**src/rtl/cnt_pkg.sv**
```systemverilog
// Shared definitions for the mod-M up/down accumulators: FSM state encoding
// and the single-step modular reduction helper.
package cnt_pkg;

    typedef enum logic [1:0] {
        IDLE = 2'd0,
        RUN  = 2'd1,
        SAT  = 2'd2
    } cnt_state_e;

    // One conditional subtraction only: valid for x < 2*m.
    function automatic logic [31:0] red_mod(input logic [31:0] x, input logic [31:0] m);
        return (x >= m) ? (x - m) : x;
    endfunction

endpackage

```
**src/rtl/mod_sub.sv**
```systemverilog
// Combinational modular subtractor: diff = (a - b) mod M for a, b in [0, M-1],
// with borrow flagging that the raw difference went below zero.
module mod_sub #(
    parameter int M = 100,
    parameter int W = $clog2(M)
) (
    input  logic [W-1:0] a,
    input  logic [W-1:0] b,
    output logic [W-1:0] diff,
    output logic         borrow
);

    localparam logic [W-1:0] M_W = W'(M);

    logic [W:0]   raw;
    logic [W-1:0] wrapped;

    // Adding M modulo 2^W is exact because the true result lies in [0, M-1].
    assign raw     = {1'b0, a} - {1'b0, b};
    assign borrow  = raw[W];
    assign wrapped = raw[W-1:0] + M_W;
    assign diff    = borrow ? wrapped : raw[W-1:0];

endmodule

```
**src/rtl/decum_mod.sv**
```systemverilog
// Modular down-accumulator acc <= (acc - data) mod M with valid/ready input,
// per-step borrow flag and a saturating wrap counter that stalls input when full.
module decum_mod
    import cnt_pkg::*;
#(
    parameter  int M      = 100,
    parameter  int WRAP_W = 8,
    localparam int W      = $clog2(M)
) (
    input  logic              clk,
    input  logic              rst_n,
    input  logic              clr,
    input  logic              load,
    input  logic [W-1:0]      load_val,
    input  logic              in_valid,
    output logic              in_ready,
    input  logic [W-1:0]      data,
    output logic              out_valid,
    output logic [W-1:0]      acc,
    output logic              borrow,
    output logic [WRAP_W-1:0] wrap_cnt,
    output logic              sat
);

    localparam logic [1:0]        ST_IDLE  = IDLE;
    localparam logic [1:0]        ST_RUN   = RUN;
    localparam logic [1:0]        ST_SAT   = SAT;
    localparam logic [WRAP_W-1:0] WRAP_MAX = '1;

    logic [1:0]        state;
    logic [W-1:0]      data_red;
    logic [W-1:0]      load_red;
    logic [W-1:0]      sub_diff;
    logic              sub_borrow;
    logic [WRAP_W-1:0] wrap_next;
    logic              fire;

    assign data_red = W'(red_mod(32'(data), 32'(M)));
    assign load_red = W'(red_mod(32'(load_val), 32'(M)));

    mod_sub #(.M(M), .W(W)) u_sub (
        .a      (acc),
        .b      (data_red),
        .diff   (sub_diff),
        .borrow (sub_borrow)
    );

    // clr and load own the edge, so refuse data rather than drop it.
    assign in_ready  = !clr && !load && (state != ST_SAT);
    assign fire      = in_valid && in_ready;
    assign wrap_next = (sub_borrow && (wrap_cnt != WRAP_MAX)) ? wrap_cnt + 1'b1 : wrap_cnt;
    assign sat       = (wrap_cnt == WRAP_MAX);

    always_ff @(posedge clk or negedge rst_n) begin
        if (!rst_n) begin
            state     <= ST_IDLE;
            acc       <= '0;
            borrow    <= 1'b0;
            wrap_cnt  <= '0;
            out_valid <= 1'b0;
        end else if (clr) begin
            state     <= ST_IDLE;
            acc       <= '0;
            borrow    <= 1'b0;
            wrap_cnt  <= '0;
            out_valid <= 1'b0;
        end else if (load) begin
            acc       <= load_red;
            borrow    <= 1'b0;
            out_valid <= 1'b0;
        end else if (fire) begin
            acc       <= sub_diff;
            borrow    <= sub_borrow;
            out_valid <= 1'b1;
            wrap_cnt  <= wrap_next;
            // SAT is entered on the same edge the counter reaches its maximum.
            state     <= (wrap_next == WRAP_MAX) ? ST_SAT : ST_RUN;
        end else begin
            out_valid <= 1'b0;
        end
    end

endmodule

```
**config.mk**
```make
export PLATFORM = sky130hd
export DESIGN_NAME = decum_mod
export DESIGN_NICKNAME = d
export VERILOG_FILES = /design/src/rtl/cnt_pkg.sv /design/src/rtl/mod_sub.sv /design/src/rtl/decum_mod.sv
export SDC_FILE = /design/constraint.sdc
export NUM_CORES = 1
export LEC_CHECK = 0
export CORE_MARGIN = 1.5
export CORE_UTILIZATION = 46
export CTS_CLUSTER_SIZE = 10
export DETAILED_ROUTE_END_ITERATION = 7
export GPL_TIMING_DRIVEN = 0
export PLACE_DENSITY = 0.74
export SETUP_SLACK_MARGIN = 0.02
export SLEW_MARGIN = 10
export SYNTH_ARGS = -nofsm -noshare
export SYNTH_HDL_FRONTEND = slang
export SYNTH_HIERARCHICAL = 1
export SYNTH_SLANG_ARGS = --single-unit
```
**constraint.sdc**
```tcl
create_clock -name clk -period 2.6 [get_ports clk]
set_input_delay 0.39 -clock clk [delete_from_list [all_inputs] [get_ports clk]]
set_output_delay 0.39 -clock clk [all_outputs]
set_load 0.05 [all_outputs]
```
Yosys cells after proc, flatten, opt, wreduce, memory -nomap -nowiden:

Index checks and enable logic that the tools add are counted.

* $add $sub $neg: 5
* order comparisons: 2
* equality and inequality tests: 5
* mux-type cells: 20
* reduce and logical (&&, ||, !) cells: 9

Operator list (count)
* 2-to-1 mux 7 bit: 6
* 2-to-1 mux 8 bit: 4
* equality test 8 bit (second input constant): 2
* greater-or-equal comparator 7 bit (second input constant): 2
* subtractor 7 bit (second input constant): 2
* adder 8 x 1 -> 8 bit (second input constant): 1
* 2-to-1 mux 2 bit: 4
* inequality test 8 bit (second input constant): 1
* subtractor 7 x 7 -> 8 bit: 1
* adder 7 bit (second input constant): 1
* 2-to-1 mux 1 bit: 6
* logical AND 1 bit: 4
* inequality test 2 bit (second input constant): 2
* nonzero test 3 bit: 1
* logical NOT 1 bit: 2
* AND reduction 2 bit: 1
* nonzero test 2 bit: 1

* bits in registers: 19
* bits of input ports: 19
* output and inout port bits: 19
* logic and storage cells: 46

Longest topological paths before layout:

* depth after elaboration: 10
* mapped depth: 17
* gate-level depth less buffers: 17

By module:

The synthesis kept the hierarchy.

By module, submodules not included
* decum_mod: times used 1, cells an instance 147, area an instance 1347.5 um^2, seq. area each 475.5 um^2
* mod_sub: times used 1, cells an instance 58, area an instance 424.2 um^2, seq. area each 0.0 um^2

Least setup slack after synthesis:

No wires, ideal clock.

* path kind: in2reg
* start: in data[2]
* end: reg state[0]
* setup time: 0.132 ns
* arrival: 3.188 ns
* required time: 2.468 ns
* slack: -0.720 ns
* stages: 15
* buffers on the path: 0
* cells stage by stage: or3_1 o211a_1 nand2_1 xnor2_1 inv_1 ha_1 a21o_2 a31o_1 a41o_1 inv_2 and4_4 a31o_1 o211ai_2 nor4_2 a21oi_1

* word-level cells in the longest chain between the ends: 10
* elaborated cells between the ends (all ways): 11
* those cells by class: add/sub: 2; order compare: 1; eq/ne: 1; mux: 6; reduce/logical: 1

RTL lines
* from (decl): line decum_mod.sv:17 `input logic [W-1:0] data,`
* subtractor 7 bit / greater-or-equal comparator 7 bit (equally long branches): line cnt_pkg.sv:13 `return (x >= m) ? (x - m) : x;`
* 2-to-1 mux 7 bit *: line cnt_pkg.sv:13
* via data_red[4]: line decum_mod.sv:31 `logic [W-1:0] data_red;`
* subtractor 7 x 7 -> 8 bit *: line mod_sub.sv:19 `assign raw = {1'b0, a} - {1'b0, b};`
* via sub_borrow: line decum_mod.sv:34 `logic sub_borrow;`
* logical AND 1 bit *: line decum_mod.sv:51 `assign wrap_next = (sub_borrow && (wrap_cnt != WRAP_MAX)) ? wrap_cnt + 1'b1 : wrap_cnt;`
* 2-to-1 mux 8 bit *: line decum_mod.sv:51
* equality test 8 bit *: line decum_mod.sv:77 `state <= (wrap_next == WRAP_MAX) ? ST_SAT : ST_RUN;`
* 2-to-1 mux 2 bit *: line decum_mod.sv:77
* 2-to-1 mux 2 bit *: line decum_mod.sv:71 `end else if (fire) begin`
* 2-to-1 mux 2 bit *: line decum_mod.sv:67 `end else if (load) begin`
* 2-to-1 mux 2 bit *: line decum_mod.sv:61 `end else if (clr) begin`
* to (signal assigned): line decum_mod.sv:77
* to (decl): line decum_mod.sv:30 `logic [1:0] state;`

Mark *: on every way through the listed nets, which the timed path passes. The rest lies on a longest branch. The select of a mux whose other input is x is not followed.
A chain may end at the register's enable or synchronous reset.

Worst setup path after layout:

* start: in data[4]
* end: reg state[0]

The elaborated chain is that of the path after synthesis.

==> reports/qor.txt <==
PLACE
-------------------------------------------------------------------------------------
Port Buffer Count                                                                  36
Routability congestion estimate                                                0.8229
Hpwl dp                                                                      3.097 mm

ROUTING
-------------------------------------------------------------------------------------
DRC violations left                                                                 0
Drt first-iter violations                                                          60
Via count                                                                        1753
DRT Wirelength                                                               4.531 mm
Routed wire per std cell                                                     14.57 um
Detailed-route vias per instance                                                5.637
Antenna-violating nets left                                                         0
Detailed-router iteration count before antenna repair                               4

YOSYS
-------------------------------------------------------------------------------------
Synthesized Nets                                                                  238
Flip-flop and latch count after synthesis                                          19
Share of flip-flops with an asynchronous set or reset                           1.000
Synth warn                                                                          6
Share of the synthesized area in compound gates (AO/OA/AOI/OAI)                0.2147
Synth unique cells                                                                 59
Share of synthesized cell area in and, or, nand and nor gates                  0.2486
Syn_area_per_cell                                                           8.642 um2
Post-Syn Instances                                                                205
Post-synthesis sequential area ratio                                           0.2684
Multiplexer share of the synthesized area                                     0.05508
Post-synth design cell area                                              0.001772 mm2
Combinational family with the most area after synthesis                  simple AND/OR/NAND/NOR gates
Post-synth EDFFs                                                                    0
Synth Area in XOR/XNOR                                                        0.04944
Post-synth top flop                                                           dfrtp_1
Adder-Cell Fraction of Synth Area                                              0.1031

GLOBAL ROUTING
-------------------------------------------------------------------------------------
Largest net degree at the start of global routing                                  20
Number of global-route vias before repair                                        1534
First-pass GRT wire length                                                   7.044 mm
Total global-route track usage                                                 0.2097
GR Overflow Total                                                                   0
Initial antenna violation count                                                     0

STA
-------------------------------------------------------------------------------------
Count of pins over their slew limit                                                 0
Setup TNS after final layout                                                -6.257 ns
Setup repair after global routing missed its margin                              true
Headroom to the max-slew limit                                                 0.4500
Transition at the pin with the smallest max-transition slack                0.8225 ns
Post-route clock skew                                                     0.004241 ns
Post-route worst setup slack                                               -0.6000 ns
Setup Viol. Count Final                                                            16
Post-route fraction of the period consumed by the critical path                 1.231
Maximum clock rate                                                          312.5 MHz
Final critical delay including setup and external delays                     3.200 ns
Final-report hold violation count                                                   0
Worst hold slack across all endpoints                                       0.4965 ns

CELLS AND AREA
-------------------------------------------------------------------------------------
Commonest cells after routing, fill and taps aside                       29 x clkdlybuf4s50_1, 19 x dfrtp_1, 14 x inv_1, 14 x buf_4, 13 x nand2_1
Layout Nets                                                                       297
Most frequent standard cell in the layout excluding fill and tap cells   clkdlybuf4s50_1
Number of antenna diodes                                                            0
Final design utilization                                                       0.7151
Fraction of layout cells with a size suffix above 1                            0.3080
Fill count                                                                        283
Relative area change from synthesis to final layout                            48.87%

CLOCK TREE
-------------------------------------------------------------------------------------
Clock tree from TritonCTS                                                       built
Max clock buf depth                                                                 2
Hold-fix buffers, CTS                                                               0
Number of buffers added by the clock tree synthesis step                            3
CTS H-tree depth                                                                    1
CTS root buf                                                                 clkbuf_8
CTS clk-pin slew, worst paths                                                 0.07 ns
CTS Sinks                                                                          19
Clock latency on the worst-skew pair                                          0.25 ns

DIE
-------------------------------------------------------------------------------------
Row cnt                                                                            22
Core outline area                                                        0.003689 mm2
Total Die Area                                                           0.004233 mm2
Die Y-Extent                                                                 65.06 um
Io pins                                                                            38
Initial core utilization                                                       0.4803
Horizontal extent of the die                                                 65.06 um

WORST SETUP PATH
-------------------------------------------------------------------------------------
Category of the worst setup path launch point                            primary input
Worst-path maximum fanout                                                           5
Critical path required time                                                   2.74 ns
Number of cells on the worst reg-to-reg path                                       13
Data arrival time of the critical path                                        3.34 ns
Endpoint type of the worst setup path                                        register
Crit path kind                                                           primary input to register

POWER
-------------------------------------------------------------------------------------
Max IR drop VDD                                                             0.3341 mV
Cell Pwr Density                                                         485.3 mW/mm2
Switching Share                                                                0.3922
Cell internal power dissipation                                             0.7780 mW
Part of the power in the clock network                                          0.158
Static leakage                                                               1.185 nW
Post-layout total power                                                      1.280 mW
Portion of total power attributed to combinational logic                        0.575
NetSw                                                                       0.5020 mW
Sequential cell fraction of total power                                         0.266

HOLD PATH
-------------------------------------------------------------------------------------
Hold Crit Class                                                          register to register
Count of cells along the worst hold path                                            1

STATUS
-------------------------------------------------------------------------------------
Status                                                                   complete, but fails checks
Failing checks                                                           setup timing

JOB
-------------------------------------------------------------------------------------
Total of max-cap violations                                                         0

cell type report:
cell class,instances,area (um2),share of cell area
multi-input cells,162,1429,0.5417
flip-flops and latches,19,475.5,0.1803
clock buffers,3,41.29,0.01565
well taps,48,60.06,0.02277
plain buffers,6,40.04,0.01518
inverters,18,72.57,0.02751
clock inverters,1,5.005,0.001898
repair buffers,54,514.2,0.1950
cell usage after synthesis (4+ instances only):
library cell	count	share of area
a211oi_1	11	0.047
a21oi_1	11	0.031
and3_1	7	0.025
dfrtp_1	19	0.27
ha_1	13	0.092
inv_1	17	0.036
mux2i_1	6	0.034
nand2_1	16	0.034
nand3_1	9	0.025
nor2_1	13	0.028
nor3b_1	4	0.017
o21ai_0	7	0.020
xnor2_1	7	0.035
metal layers:
| layer | wire (um) | vias up | global-route usage |
|---|---|---|---|
| met5 | 0 | - | 0 |
| met4 | 40 | 0 | 0.03906 |
| met3 | 178 | 4 | 0.02604 |
| met2 | 2177 | 44 | 0.3247 |
| met1 | 2135 | 848 | 0.3158 |
| li1 | - | 857 | - |
per-stage QoR:
step           setup slack [ns]  instances  area (um2)
2_1_floorplan           -0.5779        205        1858
3_3_place_gp             -1.318        289        2278
3_5_place_dp             -1.320        289        2278
4_1_cts                 -0.5620        304        2492
5_1_grt                 -0.6979        311        2638
6_report                -0.6000        311        2638
kinds of logic after synthesis:
kind of cell | count (synthesis)
simple gates | 76
compound gates | 53
buf+inv | 24
flops | 19
fa+ha+maj | 14
xor+xnor | 10
mux | 9
power by group through the flow:
stage / Sequential, mW / Combinational [mW] / Clock, mW
floorplan: 0.403 / 0.354 / 0
global placement: 0.346 / 0.554 / 0
detailed placement: 0.346 / 0.558 / 0
CTS: 0.341 / 0.653 / 0.210
global route: 0.343 / 0.787 / 0.223
finish: 0.341 / 0.737 / 0.202
worst paths after layout:
path                          start        end  slack, ns
setup / recovery            data[4]   state[0]      -0.60
hold / removal             state[1]   state[1]       0.50
setup reg to reg             acc[0]     acc[6]      -0.02
hold reg to reg            state[1]   state[1]       0.50
max in group asynchronous     rst_n     acc[1]       1.48
min in group asynchronous     rst_n  out_valid       0.60
sequential cells by signal, indices dropped and copies added (netlist names):
signal     count
acc            7
borrow         1
out_valid      1
state          2
wrap_cnt       8
critical path, cell delays in order:
cell,delay [ns]
buf_8,0.10
or3_4,0.38
o211a_4,0.26
nand2_2,0.08
xnor2_2,0.11
inv_1,0.09
ha_4,0.22
a21o_4,0.21
a31o_1,0.22
a41o_1,0.26
inv_4,0.07
buf_6,0.11
o21a_4,0.13
mux2_4,0.30
nor4_4,0.33
a21oi_1,0.07
what timing repair did:
| item | in CTS | in global routing |
|---|---|---|
| setup endpoints to repair | 16 | 17 |
| gates resized for setup | 33 | 22 |
| buffers inserted | 11 | 8 |
| pin swaps | 25 | 22 |
Power figures use the tool's default switching activity.
